$ cat src/rtl/vga_sync_if.sv
// Sampled VGA sync input and recovered-position output bundle for vga_sync_decoder.
// The master side (a timing generator or capture front end) drives strobe and syncs.
interface vga_sync_if;
  logic        i_pix_stb;
  logic        i_hsync;
  logic        i_vsync;
  logic [15:0] o_x;
  logic [15:0] o_y;
  logic        o_active;
  logic        o_locked;
  logic        o_err;
  logic [7:0]  o_frame_cnt;

  modport master (
    output i_pix_stb, i_hsync, i_vsync,
    input  o_x, o_y, o_active, o_locked, o_err, o_frame_cnt
  );

  modport slave (
    input  i_pix_stb, i_hsync, i_vsync,
    output o_x, o_y, o_active, o_locked, o_err, o_frame_cnt
  );
endinterface

$ cat src/rtl/vga_sync_decoder.sv
// Recovers x/y position from sampled active-low Hsync/Vsync and declares lock after good frames.
// Define VGA_SYNC_WIDTH_CHECK_EN to also enforce the Hsync/Vsync pulse widths.
module vga_sync_decoder #(
  parameter int unsigned H_ACTIVE    = 640,
  parameter int unsigned H_FP        = 16,
  parameter int unsigned H_SYNC      = 96,
  parameter int unsigned H_TOTAL     = 800,
  parameter int unsigned V_ACTIVE    = 480,
  parameter int unsigned V_FP        = 10,
  parameter int unsigned V_SYNC      = 2,
  parameter int unsigned V_TOTAL     = 525,
  parameter int unsigned LOCK_FRAMES = 2
) (
  input  logic      clk,
  input  logic      rst_n,
  vga_sync_if.slave bus_if
);

  localparam logic [15:0] H_LOAD = 16'(H_ACTIVE + H_FP);
  localparam logic [15:0] V_LOAD = 16'(V_ACTIVE + V_FP);
  localparam logic [15:0] H_LAST = 16'(H_TOTAL - 1);
  localparam logic [15:0] V_LAST = 16'(V_TOTAL - 1);

  if (LOCK_FRAMES < 1 || LOCK_FRAMES > 15 || H_SYNC == 0 || V_SYNC == 0) begin : g_bad_cfg
    $error("vga_sync_decoder: illegal timing parameters");
  end

  typedef enum logic [1:0] {SEARCH, CHECK, LOCKED} state_e;

  state_e      state_q, state_d;
  logic        hs_q, hs_d, vs_q, vs_d;
  logic [15:0] h_cnt_q, h_cnt_d, v_cnt_q, v_cnt_d;
  logic [15:0] line_len_q, line_len_d, frame_lines_q, frame_lines_d;
  logic        line_seen_q, line_seen_d;
  logic [3:0]  good_q, good_d;
  logic [7:0]  frame_cnt_q, frame_cnt_d;
  logic        err_q, err_d;

  logic stb, hs_fall, vs_fall, line_err, frame_err, width_err, any_err;

  assign stb     = bus_if.i_pix_stb;
  assign hs_fall = stb & hs_q & ~bus_if.i_hsync;
  assign vs_fall = stb & vs_q & ~bus_if.i_vsync;

  // Frame length counts hsync falls in (previous vsync fall, this vsync fall].
  assign line_err  = hs_fall & line_seen_q & (line_len_q != 16'(H_TOTAL));
  assign frame_err = vs_fall & ((frame_lines_q + 16'(hs_fall)) != 16'(V_TOTAL));

`ifdef VGA_SYNC_WIDTH_CHECK_EN
  logic [15:0] hs_low_q, hs_low_d, vs_low_q, vs_low_d;
  logic        hs_rise, vs_rise;

  assign hs_rise   = stb & ~hs_q & bus_if.i_hsync;
  assign vs_rise   = stb & ~vs_q & bus_if.i_vsync;
  assign width_err = (hs_rise & (hs_low_q != 16'(H_SYNC))) |
                     (vs_rise & (vs_low_q != 16'(V_SYNC)));

  always_comb begin
    hs_low_d = hs_low_q;
    vs_low_d = vs_low_q;
    if (hs_fall) begin
      hs_low_d = 16'd1;
    end else if (stb && !hs_q && !bus_if.i_hsync && hs_low_q != 16'hFFFF) begin
      hs_low_d = hs_low_q + 16'd1;
    end
    if (vs_fall) begin
      vs_low_d = 16'(hs_fall);
    end else if (hs_fall && !vs_q && !bus_if.i_vsync && vs_low_q != 16'hFFFF) begin
      vs_low_d = vs_low_q + 16'd1;
    end
  end

  always_ff @(posedge clk or negedge rst_n) begin
    if (!rst_n) begin
      hs_low_q <= '0;
      vs_low_q <= '0;
    end else begin
      hs_low_q <= hs_low_d;
      vs_low_q <= vs_low_d;
    end
  end
`else
  assign width_err = 1'b0;
`endif

  assign any_err = line_err | frame_err | width_err;

  // NOTE: every comb output gets a default first so no path can infer a latch.
  always_comb begin
    hs_d          = hs_q;
    vs_d          = vs_q;
    h_cnt_d       = h_cnt_q;
    v_cnt_d       = v_cnt_q;
    line_len_d    = line_len_q;
    line_seen_d   = line_seen_q;
    frame_lines_d = frame_lines_q;
    if (stb) begin
      hs_d = bus_if.i_hsync;
      vs_d = bus_if.i_vsync;
      if (hs_fall)                h_cnt_d = H_LOAD;
      else if (h_cnt_q == H_LAST) h_cnt_d = '0;
      else                        h_cnt_d = h_cnt_q + 16'd1;
      if (vs_fall)                v_cnt_d = V_LOAD;
      else if (hs_fall)           v_cnt_d = (v_cnt_q == V_LAST) ? '0 : v_cnt_q + 16'd1;
      if (hs_fall) begin
        line_len_d  = 16'd1;
        line_seen_d = 1'b1;
      end else if (line_len_q != 16'hFFFF) begin
        line_len_d = line_len_q + 16'd1;
      end
      if (vs_fall)                                      frame_lines_d = '0;
      else if (hs_fall && frame_lines_q != 16'hFFFF)    frame_lines_d = frame_lines_q + 16'd1;
    end
  end

  always_comb begin
    state_d     = state_q;
    good_d      = good_q;
    frame_cnt_d = frame_cnt_q;
    err_d       = 1'b0;
    unique case (state_q)
      SEARCH: if (vs_fall) begin
        good_d  = '0;
        state_d = CHECK;
      end
      CHECK: if (any_err) begin
        err_d   = 1'b1;
        state_d = SEARCH;
      end else if (vs_fall) begin
        good_d = good_q + 4'd1;
        if (good_q + 4'd1 == 4'(LOCK_FRAMES)) state_d = LOCKED;
      end
      LOCKED: if (any_err) begin
        err_d   = 1'b1;
        state_d = SEARCH;
      end else if (vs_fall) begin
        frame_cnt_d = frame_cnt_q + 8'd1;
      end
      default: state_d = SEARCH;
    endcase
  end

  // NOTE: sequential state uses non-blocking assignments so every register samples pre-edge values.
  always_ff @(posedge clk or negedge rst_n) begin
    if (!rst_n) begin
      state_q       <= SEARCH;
      hs_q          <= 1'b1;
      vs_q          <= 1'b1;
      h_cnt_q       <= '0;
      v_cnt_q       <= '0;
      line_len_q    <= '0;
      line_seen_q   <= 1'b0;
      frame_lines_q <= '0;
      good_q        <= '0;
      frame_cnt_q   <= '0;
      err_q         <= 1'b0;
    end else begin
      state_q       <= state_d;
      hs_q          <= hs_d;
      vs_q          <= vs_d;
      h_cnt_q       <= h_cnt_d;
      v_cnt_q       <= v_cnt_d;
      line_len_q    <= line_len_d;
      line_seen_q   <= line_seen_d;
      frame_lines_q <= frame_lines_d;
      good_q        <= good_d;
      frame_cnt_q   <= frame_cnt_d;
      err_q         <= err_d;
    end
  end

  assign bus_if.o_x         = h_cnt_q;
  assign bus_if.o_y         = v_cnt_q;
  assign bus_if.o_locked    = (state_q == LOCKED);
  assign bus_if.o_active    = (state_q == LOCKED) && (h_cnt_q < 16'(H_ACTIVE)) &&
                              (v_cnt_q < 16'(V_ACTIVE));
  assign bus_if.o_err       = err_q;
  assign bus_if.o_frame_cnt = frame_cnt_q;

endmodule

$ cat src/flat_wrapper.sv
// flat-port wrapper written by rule: the top's interface ports become plain ports
module vga_sync_decoder_flat 
#(
  parameter int unsigned H_ACTIVE    = 640,
  parameter int unsigned H_FP        = 16,
  parameter int unsigned H_SYNC      = 96,
  parameter int unsigned H_TOTAL     = 800,
  parameter int unsigned V_ACTIVE    = 480,
  parameter int unsigned V_FP        = 10,
  parameter int unsigned V_SYNC      = 2,
  parameter int unsigned V_TOTAL     = 525,
  parameter int unsigned LOCK_FRAMES = 2
)
  (clk, rst_n, bus_if_i_pix_stb, bus_if_i_hsync, bus_if_i_vsync, bus_if_o_x, bus_if_o_y, bus_if_o_active, bus_if_o_locked, bus_if_o_err, bus_if_o_frame_cnt);
  vga_sync_if bus_if_i ();
  input  logic clk;
  input  logic rst_n;
  input wire logic [$bits(bus_if_i.i_pix_stb)-1:0] bus_if_i_pix_stb;
  input wire logic [$bits(bus_if_i.i_hsync)-1:0] bus_if_i_hsync;
  input wire logic [$bits(bus_if_i.i_vsync)-1:0] bus_if_i_vsync;
  output wire logic [$bits(bus_if_i.o_x)-1:0] bus_if_o_x;
  output wire logic [$bits(bus_if_i.o_y)-1:0] bus_if_o_y;
  output wire logic [$bits(bus_if_i.o_active)-1:0] bus_if_o_active;
  output wire logic [$bits(bus_if_i.o_locked)-1:0] bus_if_o_locked;
  output wire logic [$bits(bus_if_i.o_err)-1:0] bus_if_o_err;
  output wire logic [$bits(bus_if_i.o_frame_cnt)-1:0] bus_if_o_frame_cnt;
  assign bus_if_i.i_pix_stb = bus_if_i_pix_stb;
  assign bus_if_i.i_hsync = bus_if_i_hsync;
  assign bus_if_i.i_vsync = bus_if_i_vsync;
  assign bus_if_o_x = bus_if_i.o_x;
  assign bus_if_o_y = bus_if_i.o_y;
  assign bus_if_o_active = bus_if_i.o_active;
  assign bus_if_o_locked = bus_if_i.o_locked;
  assign bus_if_o_err = bus_if_i.o_err;
  assign bus_if_o_frame_cnt = bus_if_i.o_frame_cnt;
  vga_sync_decoder #(.H_ACTIVE(H_ACTIVE), .H_FP(H_FP), .H_SYNC(H_SYNC), .H_TOTAL(H_TOTAL), .V_ACTIVE(V_ACTIVE), .V_FP(V_FP), .V_SYNC(V_SYNC), .V_TOTAL(V_TOTAL), .LOCK_FRAMES(LOCK_FRAMES)) u_core (.clk(clk), .rst_n(rst_n), .bus_if(bus_if_i));
endmodule
$ cat config.mk
export PLATFORM = sky130hd
export DESIGN_NAME = vga_sync_decoder_flat
export DESIGN_NICKNAME = d
export VERILOG_FILES = /design/src/rtl/vga_sync_if.sv /design/src/rtl/vga_sync_decoder.sv /design/src/flat_wrapper.sv
export SDC_FILE = /design/constraint.sdc
export NUM_CORES = 1
export LEC_CHECK = 0
export CORE_UTILIZATION = 57
export DETAILED_ROUTE_END_ITERATION = 7
export PLACE_DENSITY = 0.8
export SETUP_SLACK_MARGIN = 0.02
export SLEW_MARGIN = 20
export SYNTH_ARGS = -nofsm -noshare
export SYNTH_HDL_FRONTEND = slang
export SYNTH_SLANG_ARGS = --single-unit
$ cat constraint.sdc
create_clock -name clk -period 5.4 [get_ports clk]
set_clock_uncertainty 0.05 [all_clocks]
set_input_delay 1.08 -clock clk [delete_from_list [all_inputs] [get_ports clk]]
set_output_delay 1.08 -clock clk [all_outputs]
set_load 0.05 [all_outputs]
After elaboration in Yosys (flattened, before gate mapping)
Index checks and enable logic that the tools add are counted.
- logic and storage cells: 83
- memories kept: 0
- flip-flop bits (word level): 82
- bits in latches: 0
- ROM bits: 0
- RAM bits: 0
- input port bits: 5
- multiply operators: 0
- $lt $le $gt $ge: 2
- reductions and logical operators: 16
- mux-type cells: 21
- eq/ne operators: 15
- shifts and indexed selects: 0
- add/subtract/negate cells: 7
- div/mod/pow operators: 0
- bitwise logic cells: 11
- operator list (operator ; number):
    16-bit 2-to-1 mux ; 9
    16-bit by 1-bit adder with 16-bit output (second input constant) ; 4
    16-bit by 10-bit == test with 1-bit output (second input constant) ; 2
    16-bit by 10-bit != test with 1-bit output (second input constant) ; 2
    16-bit != test (second input constant) ; 2
    16-bit by 1-bit adder with 16-bit output ; 1
    16-bit by 10-bit < comparator with 1-bit output (second input constant) ; 1
    16-bit by 9-bit < comparator with 1-bit output (second input constant) ; 1
    4-bit 2-to-1 mux ; 3
    2-bit 2-to-1 mux ; 5
    8-bit by 1-bit adder with 8-bit output (second input constant) ; 1
    4-bit case mux with 2 select lines ; 1
    2-bit AND reduction ; 4
    4-bit AND reduction ; 2
    2-bit nonzero test ; 4
    1-bit AND ; 7
    2-bit by 1-bit != test with 1-bit output (second input constant) ; 3
    3-bit by 1-bit != test with 1-bit output (second input constant) ; 2
    2-bit case mux with 3 select lines ; 1
    4-bit by 1-bit adder with 4-bit output (second input constant) ; 1
    4-bit by 2-bit == test with 1-bit output (second input constant) ; 1
    1-bit logical AND ; 3
    1-bit NOT ; 3
    3-bit AND reduction ; 1
    7 further kinds ; 8

Logic depth before layout (Yosys ltp)
- depth after elaboration: 8
- depth in mapped cells: 16

Worst setup path after synthesis
OpenSTA, ideal clock, no wires.
- path kind: input port to flip-flop
- from: in bus_if_i_hsync
- to: reg u_core.frame_cnt_q[1] (netlist: u_core.bus_if.o_frame_cnt[1])
- library setup time: 125 ps
- cell stages on the path: 14
- path buffers: 3
- path slack: 844 ps
- required time: 5225 ps
- arrival time: 4382 ps
- cells stage by stage: nand2b_1 or2_1 clkbuf_2 clkinv_2 clkbuf_1 clkbuf_1 ha_1 ha_1 nand2_1 or4_1 a221oi_2 nand4_2 nor3_4 mux2_2
- word-level cells in the longest chain between the ends: 8
- elaborated cells between the ends (all ways): 10
- those cells by class: add/sub: 1; eq/ne: 1; bitwise: 7; reduce/logical: 1
- ends and longest elaborated chain (item ; line ; source):
    from (decl) ; flat_wrapper.sv:19 ; input wire logic [$bits(bus_if_i.i_hsync)-1:0] bus_if_i_hsync;
    1-bit NOT * ; vga_sync_decoder.sv:42 ; assign hs_fall = stb & hs_q & ~bus_if.i_hsync;
    1-bit AND * ; vga_sync_decoder.sv:42 ;
    16-bit by 1-bit adder with 16-bit output ; vga_sync_decoder.sv:47 ; assign frame_err = vs_fall & ((frame_lines_q + 16'(hs_fall)) != 16'(V_TOTAL));
    16-bit by 10-bit != test with 1-bit output ; vga_sync_decoder.sv:47 ;
    1-bit AND ; vga_sync_decoder.sv:47 ;
    1-bit bitwise OR * ; vga_sync_decoder.sv:86 ; assign any_err = line_err | frame_err | width_err;
    1-bit NOT (no source line) * ; n/a ;
    3-bit AND reduction (no source line) * ; n/a ;
    to (signal assigned) ; vga_sync_decoder.sv:167 ; frame_cnt_q <= frame_cnt_d;
    to (decl) ; vga_sync_decoder.sv:36 ; logic [7:0] frame_cnt_q, frame_cnt_d;
Mark *: on every way between the ends. The rest lies on a longest branch, timed or not.
A chain may end at the register's enable or synchronous reset.

Worst setup path in the final report
Ends and elaborated chain as after synthesis.

==> results.yml <==
power:
  pwr_density_cell_nw_per_um2: 287
  p_comb_frac: 0.257
  p_sw_frac: 0.358
  p_leak_nw: 2.21
  p_switching_mw: 0.552
  clkPwrFrac: 0.254
  power_frac_seq: 0.489
  p_int_mw: 0.988
  ir_drop_mv: 0.181
floorplanning:
  die_area_um2: 8550
  core-area_um2: 7810
  row_count: 32
  ios: 48
  chipHeight_um: 92.5
  die_w_um: 92.5
  start_util: 0.597
layout:
  fill_cells: 639
  num_antenna_cells: 0
  seq_area_um2: 2050
  multi_input_area_um2: 2460
  nets: 567
  final_util: 0.688
  instances_no_fill: 655
  layout-drive-gt1-share: 0.0778
  finalInstanceArea_um2: 5370
  area_growth_pct: 15.2
global_route:
  grt_pass1_wl_um: 16900
  grt_overflow: 0
  grt_start_max_net_pins: 83
  grt_pass1_vias: 3582
  antenna_found_initial: 0
  grt_usage: 0.248
sta:
  hold-worst-slack_ps: 419
  drv_slew: 0
  setup_viol: 0
  hold_viol_final: 0
  slew_headroom: 0.475
  tightest_slew_ps: 781
  setup_tns_ps: 0
  period_needed_ps: 4190
  max_freq_mhz: 238
  rsz0062_at_grt: "false"
  finalCritPeriodShare: 0.777
route:
  first_iter_violations: 191
  dr_total_vias: 3961
  dr.pass1.iters: 5
  drc_errors: 0
  ant_nets: 0
  viasPerCell: 6.05
  wirelength_um: 9830
  wl_per_cell_um: 15.0
synthesis:
  synth_top_area_frac: 0.429
  synth_area_leaders: "dfrtp_1 43%, xor2_1 4.9%, nand2_1 4.3%, o21ai_0 4.1%, nor2_1 4.0%"
  ys_warn_count: 0
  synth_ff_type: "dfrtp_1"
  syn_inst: 502
  syn_avg_cell_area_um2: 9.29
  ys_ff_latch: 82
  synthMostInstantiatedCell: "dfrtp_1"
  ys_async_sr_fraction: 1.00
  ys_top_cells_by_count: "80 x dfrtp_1, 53 x nand2_1, 50 x nor2_1"
  synth_largest_area_cell: "dfrtp_1"
  netlist_area_um2: 4660
  synth_cell_type_count: 64
  synth_fp_nets: 521
  synth_edf_count: 0
  yosysSeqAreaShare: 0.441
placement:
  dp.cells: 639
  gp_congestion: 0.873
  io_buffers: 47
  dpl.hpwl_um: 6900
  dpl_cell_area_um2: 5200
clocking:
  cts_resized: 0
  post_cts.repair.setup_buffers: 0
  clkLatencyLatePin_ps: 340
  tritoncts: "built"
  cts_root_buf: "clkbuf_8"
  cts_num_sinks: 82
  cts_buffers: 9
  cts_max_level: 3
  postCtsHoldBufs: 0
  clkTransAtPathRegs_ps: 80
  clock_tree.buffer_depth: 2
setup_path:
  path_max_fanout: 8
  arrival_ps: 4380
  endpoint_kind: "flip-flop"
  startpoint_type: "primary input"
  worst_ep_required_time_ps: 5580
  crit_type: "primary input to flip-flop"
  rrSetupSlack_ps: 1910
flow_run:
  drv_cap: 0
run_status:
  status: "complete, no violations"
hold_path:
  min_path_type: "flip-flop to flip-flop"
-- layer usage --
layer	vias up	global-route usage	share of wire
met5	-	0	0
met4	0	0.0781	0.011
met3	8	0.0328	0.056
met2	122	0.389	0.46
met1	1934	0.356	0.47
li1	1897	-	-
-- state kept, by name (all words and copies together), names as in the netlist --
| name | cells |
|---|---|
| u_core.state_q | 2 |
| u_core.bus_if.o_err | 1 |
| u_core.hs_q | 1 |
| u_core.vs_q | 1 |
| u_core.bus_if.o_frame_cnt | 8 |
| u_core.bus_if.o_y | 16 |
| u_core.line_seen_q | 1 |
| u_core.frame_lines_q | 16 |
| u_core.line_len_q | 16 |
| u_core.good_q | 4 |
| u_core.bus_if.o_x | 16 |
-- critical path, stage by stage --
cell,delay (ps)
clkdlybuf4s50_1,400
nand2b_1,260
or2_1,370
clkinv_2,80
ha_1,180
ha_1,210
nand2_1,100
or4_1,500
a221oi_2,260
nand4_2,190
nor3_4,360
mux2_2,380
-- metrics by stage --
step	worst slack [ps]	total power, mW
after floorplan	844	1.04
after global placement	935	1.14
after detailed placement	844	1.16
after CTS	1220	1.55
after global routing	1000	1.63
final	1210	1.54
-- placed cells by master, fill, tap and decap left out, drive strengths merged, types with 14 or more instances in the layout --
master	synthesis	layout
dfrtp	80	80
nand2	53	53
nor2	51	51
clkdlybuf4s50	0	46
o21ai	39	39
nand3	31	31
xor2	26	26
nand4	19	19
xnor2	18	18
inv	15	16
a21oi	15	15
ha	14	14
-- power groups by stage --
stage | logic [mW] | registers [mW] | clock network (mW)
2_1_floorplan | 0.229 | 0.811 | 0
3_3_place_gp | 0.380 | 0.761 | 0
3_5_place_dp | 0.395 | 0.764 | 0
4_1_cts | 0.397 | 0.752 | 0.397
5_1_grt | 0.443 | 0.766 | 0.425
6_report | 0.395 | 0.753 | 0.392
-- area by class of cell --
cell class / count / area share
clock buffer: 10 / 0.0238
tap: 102 / 0.0238
multi-input combinational: 389 / 0.459
clock inverter: 6 / 0.00769
inverter: 16 / 0.0114
timing repair buffer: 50 / 0.0920
sequential: 82 / 0.382
-- worst paths after layout --
check	endpoint	cells after the start	start
worst max-delay path	u_core.bus_if.o_frame_cnt[1]	12	bus_if_i_hsync
min in group asynchronous	u_core.line_len_q[9]	1	rst_n
worst max register to register	u_core.bus_if.o_frame_cnt[1]	11	u_core.hs_q
worst min register to register	u_core.line_seen_q	1	u_core.line_seen_q
max in group asynchronous	u_core.frame_lines_q[6]	1	rst_n
worst min-delay path	u_core.line_seen_q	1	u_core.line_seen_q
-- cells by family after synthesis --
group / share of synthesized area
fa+ha+maj: 0.0376
mux: 0.0115
simple gates: 0.262
buf+inv: 0.0309
compound gates: 0.135
flops: 0.441
xor+xnor: 0.0826
(Power assumes the default switching activity.)
